==> config.mk <==
export PLATFORM = sky130hd
export DESIGN_NAME = fetch_stage
export DESIGN_NICKNAME = d
export VERILOG_FILES = /design/src/rtl/fetch_pkg.sv /design/src/rtl/fetch_skid.sv /design/src/rtl/fetch_stage.sv
export SDC_FILE = /design/constraint.sdc
export NUM_CORES = 1
export LEC_CHECK = 0
export CORE_MARGIN = 3
export CORE_UTILIZATION = 40
export CTS_CLUSTER_DIAMETER = 60
export DETAILED_ROUTE_END_ITERATION = 10
export PLACE_DENSITY = 0.62
export SLEW_MARGIN = 40
export SYNTH_ARGS = -nofsm -noshare
export SYNTH_HDL_FRONTEND = slang
export SYNTH_HIERARCHICAL = 1
export SYNTH_SLANG_ARGS = --single-unit
==> constraint.sdc <==
create_clock -name clk -period 3.1 [get_ports clk]
set_input_delay 0.62 -clock clk [delete_from_list [all_inputs] [get_ports clk]]
set_output_delay 0.62 -clock clk [all_outputs]
set_load 0.01 [all_outputs]
==> src/rtl/fetch_pkg.sv <==
// Shared definitions for the instruction fetch stage: FSM states and pc step.
`ifndef WORD
`define WORD 32
`endif

package fetch_pkg;

    typedef enum logic [1:0] {
        REQ  = 2'd0,
        WAIT = 2'd1,
        HOLD = 2'd2
    } fetch_state_t;

    localparam int PC_STEP = 4;

endpackage

==> src/rtl/fetch_skid.sv <==
// Single-entry {pc, instr} buffer that parks a response while decode is stalled.
module fetch_skid
    import fetch_pkg::*;
#(
    parameter int WIDTH = `WORD
) (
    input  logic             clk,
    input  logic             reset,
    input  logic             load,
    input  logic             clear,
    input  logic [WIDTH-1:0] in_pc,
    input  logic [WIDTH-1:0] in_instr,
    output logic             valid,
    output logic [WIDTH-1:0] pc,
    output logic [WIDTH-1:0] instr
);

    // Capture on load, drop the entry on clear; clear wins if both are seen.
    always_ff @(posedge clk) begin
        if (reset) begin
            valid <= 1'b0;
            pc    <= '0;
            instr <= '0;
        end else if (clear) begin
            valid <= 1'b0;
        end else if (load) begin
            valid <= 1'b1;
            pc    <= in_pc;
            instr <= in_instr;
        end
    end

endmodule

==> src/rtl/fetch_stage.sv <==
// Instruction fetch stage: one outstanding imem request, skid buffer, decode register.
module fetch_stage
    import fetch_pkg::*;
#(
    parameter int               WIDTH      = `WORD,
    parameter logic [WIDTH-1:0] RESET_PC   = '0,
    parameter int               IMEM_POWER = 18
) (
    input  logic                  clk,
    input  logic                  reset,
    input  logic                  stallD,
    input  logic                  flushD,
    input  logic                  redirect_valid,
    input  logic [WIDTH-1:0]      redirect_pc,
    output logic                  imem_req_valid,
    output logic [IMEM_POWER-1:0] imem_req_addr,
    input  logic                  imem_req_ready,
    input  logic                  imem_rsp_valid,
    input  logic [WIDTH-1:0]      imem_rsp_data,
    output logic                  validD,
    output logic [WIDTH-1:0]      pcD,
    output logic [WIDTH-1:0]      instrD
);

    localparam logic [WIDTH-1:0] STEP = WIDTH'(PC_STEP);

    fetch_state_t     state, state_next;
    logic [WIDTH-1:0] pc, pc_next;
    logic [WIDTH-1:0] req_pc, req_pc_next;
    logic             drop, drop_next;

    logic             load_dec;
    logic [WIDTH-1:0] dec_pc_in;
    logic [WIDTH-1:0] dec_instr_in;

    logic             skid_load;
    logic             skid_clear;
    logic             skid_valid;
    logic [WIDTH-1:0] skid_pc;
    logic [WIDTH-1:0] skid_instr;

    logic [WIDTH-1:0] redirect_target;
    logic             dec_free;
    logic             unused_bits;

    assign redirect_target = {redirect_pc[WIDTH-1:2], 2'b00};
    assign dec_free        = !validD || !stallD;
    assign imem_req_valid  = (state == REQ) && !reset;
    assign imem_req_addr   = pc[IMEM_POWER+1:2];
    assign unused_bits     = ^{redirect_pc[1:0], pc};

    fetch_skid #(.WIDTH(WIDTH)) skid (
        .clk      (clk),
        .reset    (reset),
        .load     (skid_load),
        .clear    (skid_clear),
        .in_pc    (req_pc),
        .in_instr (imem_rsp_data),
        .valid    (skid_valid),
        .pc       (skid_pc),
        .instr    (skid_instr)
    );

    // State register together with fetch pc, in-flight request pc and drop flag.
    always_ff @(posedge clk) begin
        if (reset) begin
            state  <= REQ;
            pc     <= RESET_PC;
            req_pc <= '0;
            drop   <= 1'b0;
        end else begin
            state  <= state_next;
            pc     <= pc_next;
            req_pc <= req_pc_next;
            drop   <= drop_next;
        end
    end

    // Next-state logic: redirect beats everything, stale responses are discarded.
    always_comb begin
        state_next   = state;
        pc_next      = pc;
        req_pc_next  = req_pc;
        drop_next    = drop;
        load_dec     = 1'b0;
        dec_pc_in    = skid_pc;
        dec_instr_in = skid_instr;
        skid_load    = 1'b0;
        skid_clear   = 1'b0;
        case (state)
            REQ: begin
                if (imem_req_ready) begin
                    state_next  = WAIT;
                    req_pc_next = pc;
                    drop_next   = redirect_valid;
                end
                if (redirect_valid) begin
                    pc_next = redirect_target;
                end
            end
            WAIT: begin
                if (imem_rsp_valid) begin
                    drop_next = 1'b0;
                    if (drop || redirect_valid) begin
                        state_next = REQ;
                    end else if (dec_free) begin
                        load_dec     = 1'b1;
                        dec_pc_in    = req_pc;
                        dec_instr_in = imem_rsp_data;
                        pc_next      = req_pc + STEP;
                        state_next   = REQ;
                    end else begin
                        skid_load  = 1'b1;
                        state_next = HOLD;
                    end
                end else if (redirect_valid) begin
                    drop_next = 1'b1;
                end
                if (redirect_valid) begin
                    pc_next = redirect_target;
                end
            end
            HOLD: begin
                if (redirect_valid) begin
                    skid_clear = 1'b1;
                    pc_next    = redirect_target;
                    state_next = REQ;
                end else if (!stallD) begin
                    load_dec   = skid_valid;
                    skid_clear = 1'b1;
                    pc_next    = skid_pc + STEP;
                    state_next = REQ;
                end
            end
            default: begin
                state_next = REQ;
            end
        endcase
    end

    // Decode register: flush clears, a load fills, an unstalled decode consumes.
    always_ff @(posedge clk) begin
        if (reset || flushD) begin
            validD <= 1'b0;
            pcD    <= '0;
            instrD <= '0;
        end else if (load_dec) begin
            validD <= 1'b1;
            pcD    <= dec_pc_in;
            instrD <= dec_instr_in;
        end else if (!stallD) begin
            validD <= 1'b0;
        end
    end

endmodule

# Yosys cells after proc, flatten, opt, wreduce, memory -nomap -nowiden
# Index checks and enable logic that the tools add are counted.
[op_classes]
n_addsub = 2
mul = 0
div = 0
order_cmp = 0
n_eq_ne = 10
shift = 0
mux = 42
n_bitwise = 1
reduce_logical = 16
[op_table]
columns = ["operator", "n"]
rows = [
  ["32-bit two-way mux", 15],
  ["32-bit case mux with 3 select lines", 1],
  ["32-bit by 3-bit adder with 32-bit output, second input constant", 2],
  ["1-bit two-way mux", 17],
  ["2-bit two-way mux", 6],
  ["3-bit != test, second input constant", 4],
  ["2-bit != test, second input constant", 3],
  ["2-bit case mux with 3 select lines", 1],
  ["3-bit AND reduction", 2],
  ["6-bit AND reduction", 1],
  ["1-bit case mux with 2 select lines", 2],
  ["2-bit AND reduction", 2],
  ["1-bit logical NOT", 3],
  ["1-bit logical OR", 3],
  ["3-bit nonzero test", 1],
  ["2-bit by 1-bit == test with 1-bit output, second input constant", 1],
  ["2-bit == test, second input constant", 1],
  ["2-bit logical NOT", 1],
  ["2-bit by 1-bit != test with 1-bit output, second input constant", 1],
  ["2-bit nonzero test", 1],
  ["2-bit OR reduction", 1],
  ["1-bit logical AND", 1],
  ["1-bit inverter", 1],
]
[totals]
regBits = 197
latchBits = 0
ramBits = 0
mem_bits_ro = 0
input_bits = 71
output_inout_bits = 84
elab_cells = 81
memories = 0

# Logic depth before layout (Yosys ltp)
# Gate-level depths: netlist (run 1).
[logic_depth]
word_depth = 7
depth_mapped = 11
mapped_depth_nobuf = 8

# Cells and area by module
# The synthesis (run 1) kept the hierarchy.
[by_module_without_submodules]
columns = ["mod", "n_inst", "cells_per_inst", "area_per_inst_um2", "seq_area_each_um2"]
rows = [
  ["fetch_stage", 1, 865, 7297.0, 2642.5],
  ["fetch_skid", 1, 295, 3194.3, 1301.2],
]

# Worst setup path after synthesis (run 1)
# No wires, ideal clock.
[synth_path]
path_kind = "in2out"
from = "input reset"
to = "output imem_req_valid"
arrival_ns = 1.576
t_required_ns = 2.480
slack_ns = 0.904
stages = 4
n_path_buf = 3
cell_sequence = "clkbuf_1 > clkbuf_1 > clkbuf_1 > nor2_1"
[synth_between]
elab_chain_len = 2
[synth_rtl]
columns = ["item", "line", "text"]
rows = [
  ["start, declared", "fetch_stage.sv:10", "input logic reset,"],
  ["1-bit logical NOT", "fetch_stage.sv:48", "assign imem_req_valid = (state == REQ) && !reset;"],
  ["1-bit logical AND", "fetch_stage.sv:48", ""],
  ["end, declared", "fetch_stage.sv:15", "output logic imem_req_valid,"],
]
# Every way passes these cells.

# Worst setup path in the final report (run 1)
[layout_path]
from = "register state[0]"
to = "output imem_req_valid"
[layout_between]
elab_chain_len = 2
[layout_rtl]
columns = ["item", "line", "text"]
rows = [
  ["start, declared", "fetch_stage.sv:27", "fetch_state_t state, state_next;"],
  ["start signal, assigned", "fetch_stage.sv:72", "state <= state_next;"],
  ["2-bit logical NOT", "fetch_stage.sv:48", ""],
  ["1-bit logical AND", "fetch_stage.sv:48", ""],
]
# Every way passes these cells.

==> impl_metrics.json, run 1 <==
{
  "outcome": "finished, final reports clean",
  "final-hold-violation-count": 0,
  "dp_cells": 1555,
  "drt_iter0_drc": 718,
  "antenna_found_initial": 0,
  "clk_path_buf_depth": 2,
  "crit_start": "state[0]$_SDFFE_PP0P_",
  "synth_top_area_cell": "dfxtp_1",
  "vias": 8837,
  "path_buf_inv": 3,
  "cts_buffers": 17,
  "cp.arrival_ns": 1.94,
  "cts-resized-gates": 0,
  "relSlewSlack": 0.592,
  "root_buffer": "clkbuf_16",
  "wl_per_cell_um": 18.7,
  "postCtsSetupBuffers": 0,
  "crit_family": "buffers and inverters",
  "clkLatencyLatePin_ns": 0.43,
  "yosys.cell_types.count": 64,
  "synth_area_leaders": "dfxtp_1, nand4bb_1, mux2i_1",
  "rsz0062_at_grt": "false",
  "cp_max_fo": 5,
  "nets": 1320,
  "globalRouteOverflowTotal": 0,
  "path_common_cell": "inv_1",
  "die_area_um2": 28200,
  "min_period_over_period": 0.826,
  "post-dp-hpwl_um": 19200,
  "grt.met1_usage": 0.293,
  "htreeDepth": 4,
  "gp_congestion": 0.844,
  "ant_nets": 0,
  "slew_violations": 0,
  "worst_pin_slew_ns": 0.607,
  "synthesis.area_um2": 10500,
  "layout_commonest_cell": "dfxtp_1",
  "drc": 0,
  "syn_avg_cell_area_um2": 9.04,
  "first_pass_iters": 5,
  "yosys.area.top_type_share": 0.376,
  "startpoint_type": "register",
  "grt_use_total": 0.208,
  "top_usage_layer": "met2",
  "boundaryPins": 155,
  "grt_max_degree": 90,
  "peakVddDrop_uv": 359,
  "drive_gt1_frac": 0.119,
  "rows": 58,
  "maxCapViolations": 0,
  "finalSetupViolCount": 0,
  "hold_ws_ns": 0.452,
  "synthCells": 1160,
  "p_per_area_nw_per_um2": 446,
  "start_util": 0.412,
  "diodes": 0,
  "dieWidth_um": 168,
  "yosysSeqAreaShare": 0.376,
  "fin_util": 0.502,
  "clock_sinks": 197,
  "path_cells": "inv_1 -> ha_1 -> inv_1 -> nor2_1 -> clkdlybuf4s50_1",
  "critical-path-max-stage-delay_ns": 0.59,
  "coreArea_um2": 25500,
  "dpl_worst_slack_ns": 0.231,
  "grt_pass1_wl_um": 48000,
  "reg2reg_slack_ns": 0.65,
  "cts.clk_slew.worst_paths_ns": 0.07,
  "grt_util_met2": 0.333,
  "min_from": "pc[0]$_SDFFE_PP0P_",
  "endpoint_kind": "output pin",
  "ys.flop_type": "dfxtp_1",
  "area_growth_pct": 21.8,
  "fmax_ghz": 0.391,
  "tns_ns": 0,
  "use_met3": 0.0329,
  "crit_slowest_cell": "clkdlybuf4s50_1",
  "dieHeight_um": 168,
  "cp.required_ns": 2.48,
  "via_per_inst": 5.57,
  "cts_hold_buf": 0,
  "r2r-start": "state[0]$_SDFFE_PP0P_",
  "layout_setup_ws_ns": 0.540,
  "final_cells": 1587,
  "hold_class": "reg -> reg",
  "p_leak_nw": 4.04,
  "ys_seq_elements": 197,
  "first_global_vias": 8721,
  "cts_tree": "yes",
  "wl_um": 29600,
  "post-route-min-period_ns": 2.56,
  "crit_type": "reg -> out",
  "final_cell_mix": "dfxtp_1, clkdlybuf4s50_1, nor2_1, nand2_1, a211oi_1",
  "synth_edf_count": 0,
  "io_buffers": 152,
  "ys_warn_count": 6,
  "async_reset_ff_frac": 0,
  "syn_nets": 1236,
  "fin_skew_ns": 0.0104
}
-- synth_stat cells, drive strengths merged (2+ instances only) --
master,n
and2,5
o211ai,2
a211oi,74
nand4,17
a2bb2oi,2
nand3,26
nand3b,3
nand4bb,64
o221ai,3
and4,7
a21o,2
ha,5
clkinv,2
nor4,6
buf,72
a21oi,52
mux2i,65
nor2b,4
o21ai,69
nor3,22
inv,9
a2111oi,10
nor2,105
a221oi,16
a31oi,2
dfxtp,197
nand2b,65
a311oi,2
xor2,26
a22oi,8
and3,21
clkbuf,49
xnor2,27
nand2,99
o22ai,12
-- final timing paths --
kind	to	cells after the start
worst min register to register	req_pc[0]$_SDFFE_PP0P_	2
worst max register to register	pcD[19]$_SDFFE_PP0P_	8
worst max-delay path	imem_req_valid	5
worst min-delay path	req_pc[0]$_SDFFE_PP0P_	2
-- final cells by class --
type | count | area [µm²]
clock buffers | 17 | 425
clock inverters | 15 | 191
fillers | 2367 | 12700
inverters | 11 | 41.3
multi-input cells | 831 | 5860
flip-flops and latches | 197 | 3940
well taps | 330 | 413
repair buffers | 186 | 1900
-- where the power goes --
part           internal [mW]  switching [mW]  total [mW]
sequential              2.60          0.0713        2.67
combinational          0.318           0.358       0.676
clock                   1.23            1.12        2.36
-- tightest hold or removal path: stages (launching register included) --
cell and delay [ns]:
dfxtp_1 0.31, nand2_1 0.05, a21oi_1 0.05
-- per-layer routing --
metal,wire [µm],vias up
met5,0,-
met4,299,0
met3,1270,22
met2,13600,231
met1,14500,4240
li1,-,4344
-- cells by family after synthesis --
| logic type | count (synthesis) | synth area share |
|---|---|---|
| AO/OA/AOI/OAI | 260 | 0.184 |
| XOR/XNOR | 53 | 0.0442 |
| adder cells (fa/ha/maj) | 5 | 0.00596 |
| buffers and inverters | 132 | 0.0691 |
| flip-flops | 197 | 0.376 |
| multiplexers | 65 | 0.0620 |
| AND/OR/NAND/NOR | 448 | 0.259 |
-- metrics by stage --
| stage | cell area [µm²] | total power [mW] |
|---|---|---|
| finish | 12800 | 5.70 |
| global route | 12800 | 5.92 |
| CTS | 12800 | 5.75 |
| detailed placement | 12200 | 3.40 |
| global placement | 12200 | 3.39 |
| floorplan | 10500 | 3.11 |
-- sequential cells by signal, summed over array words and instances (netlist names), 2 cells and up --
signal	flops
instrD	32
pc	32
pcD	32
req_pc	32
skid/instr	32
skid/pc	32
state	2
(Power assumes the default switching activity.)
==> inputs of run 2 (changes only) <==
--- a/config.mk
+++ b/config.mk
@@ -9,7 +9,7 @@
 export CORE_UTILIZATION = 40
 export CTS_CLUSTER_DIAMETER = 60
 export DETAILED_ROUTE_END_ITERATION = 10
-export PLACE_DENSITY = 0.62
+export PLACE_DENSITY = 0.64
 export SLEW_MARGIN = 40
 export SYNTH_ARGS = -nofsm -noshare
 export SYNTH_HDL_FRONTEND = slang
==> constraint.sdc (replaced) <==
create_clock -name clk -period 2.15 [get_ports clk]
set_input_delay 0.43 -clock clk [delete_from_list [all_inputs] [get_ports clk]]
set_output_delay 0.43 -clock clk [all_outputs]
set_load 0.01 [all_outputs]
==> run 2 against run 1 <==
Effect of this change: clock skew grew 0.0026 ns; critical endpoint is now pc[22]$_SDFFE_PP0P_; via count grew 6.0%; sequential cell count is the same; worst setup slack lost 0.51 ns; die area is the same; clock power grew 46%; global-route usage grew 0.37 points.
==> impl_metrics.json, run 2 (synthesized netlist as in run 1, its figures left out) <==
{
  "outcome": "finished, final reports clean",
  "root_buffer": "clkbuf_16",
  "r2r-start": "req_pc[2]$_SDFFE_PP0P_",
  "nFillCells": 2284,
  "final_cell_mix": "dfxtp_1, clkdlybuf4s50_1, nor2_1, nand2_1, buf_4",
  "clk_path_buf_depth": 2,
  "p_per_area_nw_per_um2": 609,
  "layout_commonest_cell": "dfxtp_1",
  "cts_buffers": 17,
  "p_leak_nw": 4.60,
  "io_buffers": 152,
  "drc": 0,
  "power_frac_comb": 0.136,
  "htreeDepth": 4,
  "via_per_inst": 5.58,
  "met1_length_um": 14400,
  "fin_util": 0.543,
  "vias": 9364,
  "endpoint_kind": "register",
  "ant_nets": 0,
  "worstSetupEndpoint": "pc[22]$_SDFFE_PP0P_",
  "wl_um": 31300,
  "worst_pin_slew_ns": 0.386,
  "globalRouteOverflowTotal": 0,
  "p_sw_frac": 0.261,
  "cp.required_ns": 2.46,
  "coreArea_um2": 25500,
  "post-dp-hpwl_um": 20700,
  "dieWidth_um": 168,
  "p_clk_frac": 0.409,
  "fmax_ghz": 0.472,
  "wl_met2_um": 14500,
  "p_int_mw": 6.22,
  "startpoint_type": "register",
  "first_global_vias": 8953,
  "finalSetupViolCount": 0,
  "rows": 58,
  "routed.top_layer": "met4",
  "grt_use_total": 0.211,
  "p_total_mw": 8.43,
  "p_sw_mw": 2.20,
  "clkLatencyLatePin_ns": 0.44,
  "crit_start": "req_pc[2]$_SDFFE_PP0P_",
  "cp.arrival_ns": 2.43,
  "post-route-min-period_ns": 2.12,
  "start_util": 0.412,
  "die_area_um2": 28200,
  "rsz0062_at_grt": "true",
  "crit_type": "reg -> reg",
  "grt_pass1_wl_um": 48900,
  "seq_power_share": 0.454,
  "slew_violations": 0,
  "drive_gt1_frac": 0.203,
  "wl_per_cell_um": 18.6,
  "fin_skew_ns": 0.0130,
  "nets": 1412,
  "cp_max_fo": 5,
  "maxCapViolations": 0,
  "gp_congestion": 0.872,
  "final-hold-violation-count": 0,
  "antenna_found_initial": 0,
  "area_growth_pct": 31.9,
  "cts.clk_slew.worst_paths_ns": 0.07,
  "min_period_over_period": 0.986,
  "relSlewSlack": 0.742,
  "boundaryPins": 155,
  "peakVddDrop_uv": 483,
  "grt_max_degree": 86,
  "hold_class": "reg -> reg",
  "diodes": 0,
  "hold_path_depth": 2,
  "clock_sinks": 197,
  "r2r_cells": 8,
  "drt_iter0_drc": 877,
  "dieHeight_um": 168,
  "hold_ws_ns": 0.458,
  "r2r-end": "pc[22]$_SDFFE_PP0P_",
  "first_pass_iters": 5,
  "wl_met3_um": 1830,
  "cts_tree": "yes",
  "reg2reg_slack_ns": 0.03,
  "tns_ns": 0
}
run 2: routing by layer:
| metal | global-route usage | up-vias |
|---|---|---|
| li1 | - | 4539 |
| met3 | 0.0378 | 40 |
| met5 | 0 | - |
| met1 | 0.297 | 4487 |
| met2 | 0.339 | 298 |
| met4 | 0.0502 | 0 |
run 2: final cells by class:
| type | count | area (µm²) | share of cell area |
|---|---|---|---|
| Clock buffer | 19 | 453 | 0.0327 |
| Clock inverter | 12 | 163 | 0.0118 |
| Inverter | 11 | 41.3 | 0.00298 |
| Multi-Input combinational cell | 831 | 6010 | 0.434 |
| Sequential cell | 197 | 3950 | 0.285 |
| Tap cell | 330 | 413 | 0.0298 |
| Timing Repair Buffer | 278 | 2810 | 0.203 |
run 2: power groups by stage:
stage,logic (mW),registers (mW),clock network [mW]
finish,1.15,3.83,3.45
global route,1.23,3.84,3.64
CTS,1.08,3.83,3.51
detailed placement,1.08,3.91,0
global placement,1.07,3.91,0
floorplan,0.589,3.90,0
run 2: how the worst min path moves through the flow:
stage / startpoint / to / slack, ns
after floorplan: pc[0]$_SDFFE_PP0P_ / req_pc[0]$_SDFFE_PP0P_ / 0.43
after global placement: pc[0]$_SDFFE_PP0P_ / req_pc[0]$_SDFFE_PP0P_ / 0.44
after detailed placement: pc[30]$_SDFFE_PP0P_ / req_pc[30]$_SDFFE_PP0P_ / 0.45
after CTS: pc[0]$_SDFFE_PP0P_ / req_pc[0]$_SDFFE_PP0P_ / 0.46
after global routing: pc[31]$_SDFFE_PP0P_ / req_pc[31]$_SDFFE_PP0P_ / 0.47
final: pc[26]$_SDFFE_PP0P_ / req_pc[26]$_SDFFE_PP0P_ / 0.46
run 2: per-stage QoR:
stage | instance area, µm² | std cells | setup WS, ns
final | 13800 | 1678 | 0.0310
after CTS | 13600 | 1673 | 0.00308
after global placement | 13000 | 1642 | -0.248
after floorplan | 10500 | 1160 | 0.0465
after global routing | 13800 | 1678 | -0.0830
after detailed placement | 13000 | 1642 | -0.275
run 2: repair_timing:
item                                    in CTS  in global routing
pin swaps                                    0                  5
hold buffers                                 0                  0
resized for setup                            2                 44
cloned                                       0                  3
endpoints found under the setup margin       1                 68
hold endpoints to repair                     0                  0
setup buffers                                0                  2
run 2: worst max-delay path: stages (launching register included):
cell and delay, ns:
dfxtp_1 0.34, ha_1 0.26, and2_2 0.23, nand4_4 0.21, buf_4 0.25, nor3_1 0.24, xor2_1 0.10, a22oi_1 0.22
o22ai_1 0.13
==> RTL edit 1, RTL diff (settings of run 1) <==
Set the parameter `IMEM_POWER` to 9 (it was 18).
--- a/src/rtl/fetch_stage.sv
+++ b/src/rtl/fetch_stage.sv
@@ -6,3 +6,3 @@
     parameter logic [WIDTH-1:0] RESET_PC   = '0,
-    parameter int               IMEM_POWER = 18
+    parameter int               IMEM_POWER = 9
 ) (
Ports: changed (resized imem_req_addr); port bits go from 155 to 146. No check against the original RTL was run, so the function may have changed too.
==> RTL edit 1 against run 1 <==
- utilization down 0.40 points
- sequential cell count is the same
- critical endpoint is now skid/instr[23]$_SDFFE_PP0P_
- sequential share of layout area is 0.34 points higher
- synthesized cell count down 0.78%
- cell area is 1.1% lower
- critical path type is now register to register
- maximum frequency shrank 0.73%
- via count rose by 0.15%
- setup slack lost 0.019 ns
- wire length down 1.6%
- critical path depth increased by 2
- clock skew rose by 0.0027 ns
- area after synthesis shrank 0.64%
- total power down 3.8%
==> RTL edit 1: results (changes against run 1) <==
Post-Syn Nets=1,227 (was 1,236); GRT Overall Usage=20.4% (was 20.8%); fin nets=1,312 (was 1,320); register area share after synthesis=37.8% (was 37.6%); DR WL met3=1400 um (was 1270 um); Logic pwr share=11.7% (was 11.9%); status=finished clean (unchanged); met2 Resource Use GR=33.5% (was 33.3%); Placed Instances=1,547 (was 1,555); Max IR drop VDD=0.299 mV (was 0.359 mV); Slowest-stage cell, CP=clkinv_1 (was clkdlybuf4s50_1); largest net degree at the start of global routing=116 (was 90); DP Wirelength=18,900 um (was 19,200 um); Fill cells=2,410 (was 2,367); Layout Skew=0.0131 ns (was 0.0104 ns); R2R depth=7 (was 8); worst slack, placed=0.191 ns (was 0.231 ns); Post-Synth XOR/XNOR Area=4.45% (was 4.42%); GR Util met1=28.3% (was 29.3%); CP peak stage delay=0.53 ns (was 0.59 ns); Via density=5.61 (was 5.57); cell internal pwr=0.00405 W (was 0.00415 W); Compound-Gate Fraction of Synth Area=18.5% (was 18.4%); post-DR wirelength/cell=18.5 um (was 18.7 um); mux contribution to synthesized area=6.24% (was 6.20%); vias in the first global route=8,558 (was 8,721); GPL Wtd Cong=0.832 (was 0.844); first-pass GRT wire length=47,200 um (was 48,000 um); Post-Synth Adder-Cell Area=0.600% (was 0.596%); area post-placement=12,100 um^2 (was 12,200 um^2); met3 track demand over resource=3.45% (was 3.29%); largest cells by area after synthesis=dfxtp_1, nand4bb_1, mux2i_1, a211oi_1, o21ai_2 (unchanged)
RTL edit 1: final timing paths:
check,from,endpoint,slack [ns]
setup / recovery,state[0]$_SDFFE_PP0P_,skid/instr[23]$_SDFFE_PP0P_,0.52
hold / removal,pc[28]$_SDFFE_PP0P_,req_pc[28]$_SDFFE_PP0P_,0.45
hold reg to reg,pc[28]$_SDFFE_PP0P_,req_pc[28]$_SDFFE_PP0P_,0.45
setup reg to reg,state[0]$_SDFFE_PP0P_,skid/instr[23]$_SDFFE_PP0P_,0.52
RTL edit 1: layout make-up:
type,instances,area share (%)
clock inverters,9,0.762
clock buffers,22,3.67
well taps,330,3.27
flip-flops and latches,197,31.2
repair buffers,178,14.4
multi-input cells,831,46.4
inverters,11,0.327
RTL edit 1: worst max-delay path, delay by kind of cell (launching register included):
family | cells | cell delay (ns)
adders and majority gates | 1 | 0.52
and+or+nand+nor | 2 | 0.58
AOI/OAI and AO/OA | 1 | 0.06
DFF | 1 | 0.33
buffers and inverters | 3 | 0.96
==> RTL edit 2, RTL diff (settings of run 1) <==
Without the edit above. Encoding of `fetch_state_t`: now one-hot (3 bits for 3 states).
--- a/src/rtl/fetch_pkg.sv
+++ b/src/rtl/fetch_pkg.sv
@@ -7,6 +7,6 @@
 
-    typedef enum logic [1:0] {
-        REQ  = 2'd0,
-        WAIT = 2'd1,
-        HOLD = 2'd2
+    typedef enum logic [2:0] {
+        REQ  = 3'b001,
+        WAIT = 3'b010,
+        HOLD = 3'b100
     } fetch_state_t;
Formal check against the unedited RTL: same outputs for any inputs over 4 cycles, from zero or initial values and one cycle with reset high; so few cycles prove little.
==> RTL edit 2 against run 1 <==
- combinational power shrank 7.7%
- wire length up 4.4%
- final cell count increased by 1.1%
- total power down 1.1%
- clock skew is 0.0033 ns higher
- critical path type unchanged
- area after synthesis is 3.6% lower
- non-clock buffer count grew 6
- cell area is 3.0% lower
- synthesized cell count up 1.7%
- maximum frequency shrank 0.85%
- critical path depth decreased by 1
- sequential cell count is 1 higher
- count of clock-buffer cells in the layout did not move
- setup slack worse by 0.022 ns
- largest cell class unchanged
==> RTL edit 2: results (changes against run 1) <==
DRT Pass-1 Iters=5 (unchanged); DP Wirelength=19,900 um (was 19,200 um); initial antenna violation count=1 (was 0); Synth top cells by count=dfxtp_1, nand2_1, nor2_1 (was dfxtp_1, nor2_1, nand2_1); status=finished clean (unchanged); Compound-Gate Fraction of Synth Area=19.7% (was 18.4%); Setup crit start=state[2]$_SDFFE_PP0P_ (was state[0]$_SDFFE_PP0P_); GR Util met1=31.9% (was 29.3%); Via density=5.72 (was 5.57); GRT Overall Usage=22.6% (was 20.8%); Max IR drop VDD=0.304 mV (was 0.359 mV); crit path max fanout=10 (was 5); final WL=30,900 um (was 29,600 um); min-delay src=pc[31]$_SDFFE_PP0P_ (was pc[0]$_SDFFE_PP0P_); met3 track demand over resource=4.21% (was 3.29%); via count=9,182 (was 8,837); CTS H-Tree Depth=4 (unchanged); vias in the first global route=8,845 (was 8,721); first-pass GRT wire length=48,900 um (was 48,000 um); CP arrival=1.96 ns (was 1.94 ns); Post-Synth XOR/XNOR Area=4.68% (was 4.42%); P_leak=4.03 nW (was 4.04 nW); largest cells by area after synthesis=dfxtp_1, nand4bb_1, nand2_1, o21ai_2, nand2b_1 (was dfxtp_1, nand4bb_1, mux2i_1, a211oi_1, o21ai_2); met2 Resource Use GR=35.4% (was 33.3%); Layout Skew=0.0136 ns (was 0.0104 ns); largest net degree at the start of global routing=101 (was 90); Post-Synth Adder-Cell Area=0.247% (was 0.596%); GPL Wtd Cong=0.892 (was 0.844); Slew headroom=44.8% (was 59.2%); Reg-to-Reg Start=req_pc[5]$_SDFFE_PP0P_ (was state[0]$_SDFFE_PP0P_); Placed Instances=1,573 (was 1,555); DRT iter0 DRCs=846 (was 718); register area share after synthesis=39.2% (was 37.6%); Fill cells=2,356 (was 2,367); synth unique cells=59 (was 64); ratio of cells with drive above 1 in the final layout=11.6% (was 11.9%); area post-placement=11,800 um^2 (was 12,200 um^2); fin nets=1,341 (was 1,320); clk_lat worst skew=0.44 ns; worst slack, placed=0.215 ns (was 0.231 ns); mux contribution to synthesized area=0% (was 6.20%); Post-Syn Area per Cell=8.57 um^2 (was 9.04 um^2)
RTL edit 2: cell types whose count changed after synthesis, sizes merged, moves of 12 or more:
cell    change
nor2       -26
a211oi     -74
nand2      +42
clkbuf     +13
a21oi      +22
xnor2      +12
mux2i      -65
a22oi      +23
o22ai      +32
nor3       +36
RTL edit 2: critical path: stages (launching register included):
cell and delay (ns):
dfxtp_1 0.40, nor2_1 0.25, nand2_1 0.13, nor2_1 0.18, clkdlybuf4s50_1 0.57
RTL edit 2: path summary, 6_finish.rpt:
check,cells past startpoint,slack (ns),to
worst min-delay path,2,0.46,req_pc[31]$_SDFFE_PP0P_
worst max-delay path,4,0.52,imem_req_valid
worst min register to register,2,0.46,req_pc[31]$_SDFFE_PP0P_
worst max register to register,6,0.59,pc[19]$_SDFFE_PP0P_
RTL edit 2: kinds of logic after synthesis:
kind of cell	after synthesis
buf+inv	131
compound gates	285
simple gates	510
xor+xnor	54
flops	198
fa+ha+maj	2
RTL edit 2: where the power goes:
part,switching (W),internal [W]
registers,0.0000839,0.00262
clock network,0.00120,0.00111
logic,0.000326,0.000297
RTL edit 2: area by class of cell:
type	count	area, um^2	share of cell area, %
multi-input combinational	851	5490	44.2
sequential	198	3960	32.0
inverter	8	30.0	0.242
clock inverter	15	191	1.54
timing repair buffer	192	1900	15.3
tap	324	405	3.27
clock buffer	17	425	3.43
RTL edit 2: layer usage:
layer	up-vias	part of all wire, %
li1	4433	-
met1	4399	47
met2	317	45
met3	31	6.8
met4	2	1.5
met5	-	0.042
